`config.mk`:
```
export PLATFORM = sky130hd
export DESIGN_NAME = sr_cmd_gen
export DESIGN_NICKNAME = d
export VERILOG_FILES = /design/src/rtl/sr_cmd_pkg.sv /design/src/rtl/sr_debounce.sv /design/src/rtl/sr_cmd_gen.sv
export SDC_FILE = /design/constraint.sdc
export NUM_CORES = 1
export LEC_CHECK = 0
export ABC_AREA = 1
export CAP_MARGIN = 20
export CORE_AREA = 2 2 39 41
export CTS_CLUSTER_SIZE = 12
export DETAILED_ROUTE_END_ITERATION = 8
export DIE_AREA = 0 0 41 43
export PLACE_DENSITY = 0.69
export SYNTH_ARGS = -nofsm -noshare
export SYNTH_HDL_FRONTEND = slang
export SYNTH_SLANG_ARGS = --single-unit
```
`constraint.sdc`:
```
create_clock -name clk -period 1 [get_ports clk]
set_input_delay 0.3 -clock clk [delete_from_list [all_inputs] [get_ports clk]]
set_output_delay 0.3 -clock clk [all_outputs]
set_load 0.01 [all_outputs]
```
`src/rtl/sr_cmd_pkg.sv`:
```
// Shared types and configuration for the sr_cmd_gen command front-end.
// Define SR_CMD_SYNC_EN for a two-flop input synchronizer; otherwise a single sampling flop is used.
package sr_cmd_pkg;

   typedef enum logic [1:0] {
      IDLE,
      PULSE,
      GAP
   } state_t;

   typedef enum logic {
      SET,
      CLR
   } cmd_t;

`ifdef SR_CMD_SYNC_EN
   localparam int unsigned SYNC_STAGES = 2;
`else
   localparam int unsigned SYNC_STAGES = 1;
`endif

   // Width of a counter spanning 0..n-1; never narrower than one bit.
   function automatic int unsigned cnt_width(input int unsigned n);
      return $clog2((n < 2) ? 2 : n);
   endfunction

endpackage

```
`src/rtl/sr_debounce.sv`:
```
// One request channel: input sampling/synchronizer followed by a level debouncer.
// Synchronizer depth follows SR_CMD_SYNC_EN through sr_cmd_pkg::SYNC_STAGES.
module sr_debounce #(
   parameter int unsigned DB_CYCLES = 4
) (
   input  logic clk,
   input  logic rst_n,
   input  logic din,
   output logic stable
);
   import sr_cmd_pkg::*;

   localparam int unsigned    DW      = cnt_width(DB_CYCLES);
   localparam logic [DW-1:0]  DB_LAST = DW'(DB_CYCLES - 1);

   logic [SYNC_STAGES-1:0] sync;
   logic [DW-1:0]          cnt;
   logic                   sampled;

   assign sampled = sync[SYNC_STAGES-1];

   always_ff @(posedge clk) begin
      if (!rst_n) begin
         sync   <= '0;
         cnt    <= '0;
         stable <= 1'b0;
      end else begin
         sync[0] <= din;
         for (int unsigned i = 1; i < SYNC_STAGES; i++) begin
            sync[i] <= sync[i-1];
         end
         // A new level is accepted only after DB_CYCLES consecutive disagreeing samples.
         if (sampled == stable) begin
            cnt <= '0;
         end else if (cnt == DB_LAST) begin
            stable <= sampled;
            cnt    <= '0;
         end else begin
            cnt <= cnt + DW'(1);
         end
      end
   end

endmodule

```
`src/rtl/sr_cmd_gen.sv`:
```
// Turns raw set/clear request lines into clean, mutually exclusive fixed-width S/R pulses.
// Input synchronizer depth is selected by the SR_CMD_SYNC_EN macro (see sr_cmd_pkg).
module sr_cmd_gen #(
   parameter int unsigned DB_CYCLES = 4,
   parameter int unsigned PULSE_LEN = 1,
   parameter int unsigned GAP_LEN   = 1
) (
   input  logic clk,
   input  logic rst_n,
   input  logic set_in,
   input  logic clr_in,
   output logic S,
   output logic R,
   output logic conflict,
   output logic busy
);
   import sr_cmd_pkg::*;

   localparam int unsigned   PW         = cnt_width(PULSE_LEN);
   localparam int unsigned   GW         = cnt_width(GAP_LEN);
   localparam logic [PW-1:0] PULSE_LAST = PW'(PULSE_LEN - 1);
   localparam logic [GW-1:0] GAP_LAST   = GW'((GAP_LEN > 0) ? GAP_LEN - 1 : 0);

   logic stable_set, stable_clr;
   logic stable_set_d, stable_clr_d;
   logic rise_set, rise_clr;
   logic pend_set, pend_clr;
   logic take_set, take_clr;

   state_t        state, state_next;
   cmd_t          cmd, cmd_next;
   logic [PW-1:0] pulse_cnt, pulse_cnt_next;
   logic [GW-1:0] gap_cnt, gap_cnt_next;
   logic          s_next, r_next, conflict_next, busy_next;

   sr_debounce #(.DB_CYCLES(DB_CYCLES)) u_db_set (
      .clk    (clk),
      .rst_n  (rst_n),
      .din    (set_in),
      .stable (stable_set)
   );

   sr_debounce #(.DB_CYCLES(DB_CYCLES)) u_db_clr (
      .clk    (clk),
      .rst_n  (rst_n),
      .din    (clr_in),
      .stable (stable_clr)
   );

   assign rise_set = stable_set & ~stable_set_d;
   assign rise_clr = stable_clr & ~stable_clr_d;

   always_ff @(posedge clk) begin
      if (!rst_n) begin
         stable_set_d <= 1'b0;
         stable_clr_d <= 1'b0;
         pend_set     <= 1'b0;
         pend_clr     <= 1'b0;
      end else begin
         stable_set_d <= stable_set;
         stable_clr_d <= stable_clr;
         // A rise arriving in the same cycle the flag is consumed stays pending.
         pend_set     <= (pend_set & ~take_set) | rise_set;
         pend_clr     <= (pend_clr & ~take_clr) | rise_clr;
      end
   end

   always_ff @(posedge clk) begin
      if (!rst_n) begin
         state     <= IDLE;
         cmd       <= SET;
         pulse_cnt <= '0;
         gap_cnt   <= '0;
         S         <= 1'b0;
         R         <= 1'b0;
         conflict  <= 1'b0;
         busy      <= 1'b0;
      end else begin
         state     <= state_next;
         cmd       <= cmd_next;
         pulse_cnt <= pulse_cnt_next;
         gap_cnt   <= gap_cnt_next;
         S         <= s_next;
         R         <= r_next;
         conflict  <= conflict_next;
         busy      <= busy_next;
      end
   end

   always_comb begin
      state_next     = state;
      cmd_next       = cmd;
      pulse_cnt_next = pulse_cnt;
      gap_cnt_next   = gap_cnt;
      s_next         = 1'b0;
      r_next         = 1'b0;
      conflict_next  = 1'b0;
      take_set       = 1'b0;
      take_clr       = 1'b0;

      case (state)
         IDLE: begin
            if (pend_set && pend_clr) begin
               conflict_next = 1'b1;
               take_set      = 1'b1;
               take_clr      = 1'b1;
            end else if (pend_set) begin
               cmd_next       = SET;
               take_set       = 1'b1;
               state_next     = PULSE;
               pulse_cnt_next = '0;
               s_next         = 1'b1;
            end else if (pend_clr) begin
               cmd_next       = CLR;
               take_clr       = 1'b1;
               state_next     = PULSE;
               pulse_cnt_next = '0;
               r_next         = 1'b1;
            end
         end
         PULSE: begin
            // Outputs are registered, so the pulse was already raised on the IDLE->PULSE edge.
            if (pulse_cnt == PULSE_LAST) begin
               pulse_cnt_next = '0;
               gap_cnt_next   = '0;
               state_next     = (GAP_LEN == 0) ? IDLE : GAP;
            end else begin
               pulse_cnt_next = pulse_cnt + PW'(1);
               s_next         = (cmd == SET);
               r_next         = (cmd == CLR);
            end
         end
         GAP: begin
            if (gap_cnt == GAP_LAST) begin
               gap_cnt_next = '0;
               state_next   = IDLE;
            end else begin
               gap_cnt_next = gap_cnt + GW'(1);
            end
         end
         default: state_next = IDLE;
      endcase

      busy_next = (state_next != IDLE);
   end

endmodule
```
==> summary.txt, run 1 <==
Setup path
  • Crit path cell chain: buf_2
  • WP data arrival: 0.72 ns
  • Setup crit end kind: primary output
  • Family with the most delay on the worst path: flip-flops
  • Critical Path Source Type: register
  • Crit Path Max Fanout: 1
  • Worst path slowest cell: dfxtp_1
  • CP bufs+invs: 1
  • Max incr delay on CP: 0.31 ns
  • R2r setup slk: 0.10 ns
  • WS Path Type: reg2out
  • Critical Path RT: 0.70 ns

Logic synthesis
  • Register area share after synthesis: 57.37%
  • Yosys Warn Count: 0
  • Mapped Nets: 79
  • Synth Area in Compound Gates: 5.179%
  • Synth Cell Area: 628.1 µm²
  • Syn_area_per_cell: 8.604 µm²
  • Ranking of synthesized cells by area: dfxtp_1, inv_1, nand2_1, ha_1, nor2_1
  • Synth cell types: 14
  • Seq cells post-synth: 18
  • Post-Synth Adder-Cell Area: 3.984%
  • Synth Area in XOR/XNOR: 0%
  • Largest family of logic cells by synthesized area: simple AND/OR/NAND/NOR gates
  • Syn Inst Count: 73
  • Multiplexer share of the synthesized area: 0%
  • Top cell type's share of synthesized area: 57.37%
  • Synth Area in Simple Gates: 20.32%
  • Post-synth top area cell: dfxtp_1

Job
  • Max Cap Viol: 0

Final layout
  • Final Non-Filler Cells: 100
  • Fill cells: 143
  • Final Net Count: 91
  • Layout cells sized above 1: 20.24%
  • FF/Latch Area: 360.3 µm²
  • Antenna diodes: 0
  • Area delta synth->final: 16.53%
  • Biggest regs: state (2), u_db_clr.cnt (2), u_db_set.cnt (2)
  • Post-route cell area: 732.0 µm²
  • Area of the multi-input gates: 187.7 µm²

CTS
  • Max clock buf depth: 2
  • CTS root buffer: clkbuf_4
  • CTS Hold Buffers Added: 0
  • CTS tree: done
  • CTS Sinks: 18
  • CTS H-Tree Depth: 1
  • Clk pin slew, worst setup/hold paths: 0.10 ns
  • Num CTS Buffers: 3
  • Worst-Skew Late Latency: 0.29 ns

Global route
  • First-pass GRT wire length: 1.407 mm
  • Vias in the first global route: 385
  • Pin count of the biggest net entering global routing: 11
  • Met1 Usage GRT: 12.58%
  • GR Layer Usage met3: 3.141%
  • GR Overflow Total: 0
  • Total global-route track usage: 12.66%
  • Top Usage Layer GRT: met2
  • Met2 usage: 19.69%
  • Initial antenna violation count: 0

Drt
  • Avg Vias per Cell: 4.370
  • DR pass1 iterations: 3
  • Routed length per instance: 8.290 µm
  • Via Count: 437
  • Antenna viol nets, final: 0
  • Starting DRC count in detailed routing: 4
  • Final WL: 829 µm
  • DRC violations left: 0

Timing
  • FMAX: 980.3 MHz
  • Final period demand of the worst path: 1.020 ns
  • Worst-Margin Slew: 0.3345 ns
  • RSZ-0062 raised after global routing: yes
  • Slew Viols, Final: 0
  • Crit share post-route: 102.0%
  • # setup viols final: 4
  • Headroom to the max-slew limit: 77.70%
  • Clk_skew: 0.004890 ns
  • Post-route setup slack: -0.02007 ns
  • Final Hold Viols: 0

Status
  • Outcome: finished, violations left
  • Failing checks: setup timing

Placed design
  • Inst Count DP: 96
  • HPWL Detailed: 638.5 µm
  • Port bufs: 7
  • Area post-placement: 714.4 µm²
  • RePlAce Congestion: 0.6801

Die
  • # rows: 14
  • I/O Pins: 8
  • Die X: 41 µm
  • Die area: 1763 µm²
  • Core area: 1384 µm²
  • Die height: 43 µm
  • Initial core utilization: 45.39%

Pwr
  • Pleak: 0.3938 nW
  • Worst vdd ir: 805.5 µV
  • Pwr dens: 1640 nW/µm²

Min path
  • Hold Crit Class: reg2reg
==> synth_stat cells <==
library cell  count
dfxtp_1          18
inv_1            18
nand2_1          12
nor2_1            6
nand3_1           3
nor2_2            3
a21oi_1           2
ha_1              2
nand3_2           2
o21ai_0           2
o22ai_1           2
buf_6             1
inv_2             1
nand2_2           1
==> area by class of cell <==
| cell class | instances | area share [%] |
|---|---|---|
| clock buffer | 4 | 4.957 |
| timing repair buffer | 8 | 7.692 |
| tap | 16 | 2.735 |
| sequential | 18 | 49.23 |
| inverter | 19 | 9.744 |
| multi-input combinational | 35 | 25.64 |
==> per-layer routing <==
layer	wire, µm	vias up
met1	345	191
met3	47	2
met2	426	8
li1	-	236
met4	9	0
met5	0	-
==> worst paths after layout <==
kind                                       from  cells after the start         endpoint
worst min-delay path            u_db_set.cnt[0]                      1  u_db_set.cnt[0]
worst min register to register  u_db_set.cnt[0]                      1  u_db_set.cnt[0]
worst max-delay path                          S                      1                S
worst max register to register  u_db_clr.cnt[0]                      4  u_db_clr.cnt[1]
==> per-stage QoR <==
| stage | hold slack, ns | TNS, ns | power, mW | util, % | setup WS, ns |
|---|---|---|---|---|---|
| after detailed placement | 0.4201 | -6.547 | 0.7877 | 51.63 | -0.4161 |
| after floorplan | 0.3976 | 0 | 0.7721 | - | 0.1887 |
| after CTS | 0.4342 | -0.1355 | 1.224 | 52.71 | -0.03933 |
| after global routing | 0.4468 | -0.2176 | 1.247 | 52.89 | -0.06262 |
| after global placement | 0.4066 | -5.733 | 0.7857 | 51.63 | -0.3536 |
| final | 0.4282 | -0.06118 | 1.201 | 52.89 | -0.02007 |
==> power by group <==
group	internal, mW	switching [mW]
clock network	0.222	0.210
logic	0.0198	0.0198
registers	0.725	0.00425
==> logic make-up after synthesis <==
kind of cell               after synthesis
adders and majority gates                2
buffers and inverters                   20
DFF                                     18
and+or+nand+nor                         27
AOI/OAI and AO/OA                        6
==> cell usage in the layout, fill, tap and decap left out, types with 2 or more instances in the layout <==
cell type         n
nor2_2            3
nand2_1          12
buf_2             4
nand3_1           3
a21oi_1           2
nor2_1            6
o21ai_0           2
clkbuf_4          3
dfxtp_1          18
nand3_2           2
clkdlybuf4s50_1   2
o22ai_1           2
inv_1            18
==> timing repair <==
| action | CTS | global route |
|---|---|---|
| gates resized for setup | 17 | 1 |
| endpoints found under the setup margin | 17 | 6 |
| hold endpoints to repair | 0 | 0 |
| pin swaps | 0 | 1 |
| buffers inserted | 0 | 0 |
Note: power is estimated with default switching activity, not from simulation.
==> run 2, diff against run 1 <==
--- a/config.mk
+++ b/config.mk
@@ -11,7 +11,9 @@
 export CTS_CLUSTER_SIZE = 12
 export DETAILED_ROUTE_END_ITERATION = 8
 export DIE_AREA = 0 0 41 43
+export MAX_ROUTING_LAYER = met4
 export PLACE_DENSITY = 0.69
 export SYNTH_ARGS = -nofsm -noshare
 export SYNTH_HDL_FRONTEND = slang
 export SYNTH_SLANG_ARGS = --single-unit
+export TNS_END_PERCENT = 100
==> summary.txt, run 2 (synthesis results as in run 1) <==
Status
  • Outcome: finished, violations left (unchanged)
  • Failing checks: setup timing (unchanged)

Drt
  • DRC violations left: 0 (unchanged)
  • Final WL: 829 µm (unchanged)
  • Routed length per instance: 8.290 µm (unchanged)
  • Avg Vias per Cell: 4.370 (unchanged)
  • Starting DRC count in detailed routing: 4 (unchanged)
  • DR pass1 iterations: 3 (unchanged)
  • Antenna viol nets, final: 0 (unchanged)
  • Via Count: 437 (unchanged)

Min path
  • HP Start: u_db_set.cnt[0] (unchanged)
  • Hold Path Sink: u_db_set.cnt[0] (unchanged)
  • Hold Crit Class: reg2reg (unchanged)
  • Hold path cells: 1 (unchanged)

CTS
  • CTS tree: done (unchanged)
  • Worst-Skew Late Latency: 0.29 ns (about the same)
  • CTS Sinks: 18 (unchanged)
  • Post-CTS setup buffer count: 0 (unchanged)
  • CTS root buffer: clkbuf_4 (unchanged)
  • Num CTS Buffers: 3 (unchanged)
  • Clk pin slew, worst setup/hold paths: 0.10 ns (about the same)
  • CTS H-Tree Depth: 1 (unchanged)
  • Max clock buf depth: 2 (unchanged)

Pwr
  • Sw frac: 19.48% (about the same)
  • Internal power: 0.9668 mW (about the same)
  • Worst vdd ir: 805.5 µV (about the same)
  • Pleak: 0.3938 nW (unchanged)
  • Final Power: 1.201 mW (about the same)
  • Flop pwr share: 60.8% (about the same)
  • Combinational group share of total power: 3.3% (about the same)
  • NetSw: 0.2339 mW (about the same)
  • Pwr dens: 1640 nW/µm² (about the same)
  • Clock share of power: 35.9% (about the same)

Setup path
  • Critical Path RT: 0.70 ns (about the same)
  • Crit path cell chain: buf_2 (unchanged)
  • Max incr delay on CP: 0.31 ns (about the same)
  • WS Path Type: reg2out (unchanged)
  • Setup crit end kind: primary output (unchanged)
  • Critical Path Source Type: register (unchanged)
  • Family with the most delay on the worst path: flip-flops (unchanged)
  • Crit Path Max Fanout: 1 (unchanged)
  • CP Depth: 1 (unchanged)
  • Worst path slowest cell: dfxtp_1 (unchanged)
  • R2r setup slk: 0.10 ns (about the same)
  • R2R depth: 4 (unchanged)
  • CP bufs+invs: 1 (unchanged)
  • FF-to-FF End: u_db_clr.cnt[1] (unchanged)
  • R2R Path Start: u_db_clr.cnt[0] (unchanged)
  • WP data arrival: 0.72 ns (about the same)

Timing
  • # setup viols final: 4 (unchanged)
  • Final period demand of the worst path: 1.020 ns (about the same)
  • RSZ-0062 raised after global routing: yes (unchanged)
  • FMAX: 980.3 MHz (unchanged)
  • Crit share post-route: 102.0% (about the same)
  • Headroom to the max-slew limit: 77.69% (was 77.70%)
  • Setup tns final: -0.06117 ns (was -0.06118 ns)
  • Post-route setup slack: -0.02007 ns (about the same)
  • Final Hold Viols: 0 (unchanged)
  • Clk_skew: 0.004893 ns (was 0.004890 ns)
  • Worst-Margin Slew: 0.3346 ns (was 0.3345 ns)
  • Slew Viols, Final: 0 (unchanged)
  • Worst hold slack: 0.4282 ns (about the same)

Final layout
  • Layout cells sized above 1: 20.24% (unchanged)
  • Fill cells: 143 (unchanged)
  • Most frequent cells in the layout: dfxtp_1, inv_1, nand2_1, nor2_1, buf_2 (unchanged)
  • Post-route cell area: 732.0 µm² (unchanged)
  • Util after Layout: 52.89% (unchanged)
  • Final Net Count: 91 (unchanged)
  • Final Non-Filler Cells: 100 (unchanged)
  • Area delta synth->final: 16.53% (unchanged)
  • Antenna diodes: 0 (unchanged)
  • Biggest regs: state (2), u_db_clr.cnt (2), u_db_set.cnt (2) (unchanged)

Global route
  • Total global-route track usage: 12.98% (was 12.66%)
  • GR Overflow Total: 0 (unchanged)
  • First-pass GRT wire length: 1.400 mm (was 1.407 mm)
  • Initial antenna violation count: 0 (unchanged)
  • Pin count of the biggest net entering global routing: 11 (unchanged)
  • Vias in the first global route: 385 (unchanged)

Die
  • # rows: 14 (unchanged)
  • Die height: 43 µm (unchanged)
  • I/O Pins: 8 (unchanged)
  • Die area: 1763 µm² (unchanged)
  • Initial core utilization: 45.39% (unchanged)
  • Core area: 1384 µm² (unchanged)
  • Die X: 41 µm (unchanged)

Placed design
  • Pre-CTS WS: -0.4161 ns (unchanged)
  • Port bufs: 7 (unchanged)
  • Area post-placement: 714.4 µm² (unchanged)
  • RePlAce Congestion: 0.6869 (was 0.6801)
  • Inst Count DP: 96 (unchanged)
  • HPWL Detailed: 638.5 µm (unchanged)

Job
  • Max Cap Viol: 0 (unchanged)
-- run 2: metal layers --
metal / wire length, µm / track usage (%)
met5: 0 / -
met4: 9 / 12.00
met3: 46 / 3.141
met2: 426 / 19.69
met1: 347 / 12.58
-- run 2: cell type report --
class | count | area (µm²) | area share, %
inverter | 19 | 71.32 | 9.744
tap | 16 | 20.02 | 2.735
sequential | 18 | 360.3 | 49.23
clock buffer | 4 | 36.28 | 4.957
timing repair buffer | 8 | 56.30 | 7.692
multi-input combinational | 35 | 187.7 | 25.64
-- run 2: power groups by stage --
stage | Sequential (mW) | Clock (mW) | Combinational, mW
detailed placement | 0.746 | 0 | 0.0413
global route | 0.731 | 0.471 | 0.0458
CTS | 0.730 | 0.454 | 0.0398
finish | 0.730 | 0.431 | 0.0395
floorplan | 0.746 | 0 | 0.0265
global placement | 0.746 | 0 | 0.0397
-- run 2: what timing repair did --
action                                  4_1_cts  5_1_grt
hold buffers                                  0        0
resized for setup                            17        1
pin swaps                                     0        1
endpoints found under the setup margin       17        6
-- run 2: how the worst max path moves through the flow --
stage,startpoint,to
final,S,S
after global routing,R,R
after floorplan,u_db_clr.cnt[0],u_db_clr.cnt[0]
after detailed placement,rst_n,busy
after CTS,conflict,conflict
after global placement,rst_n,busy
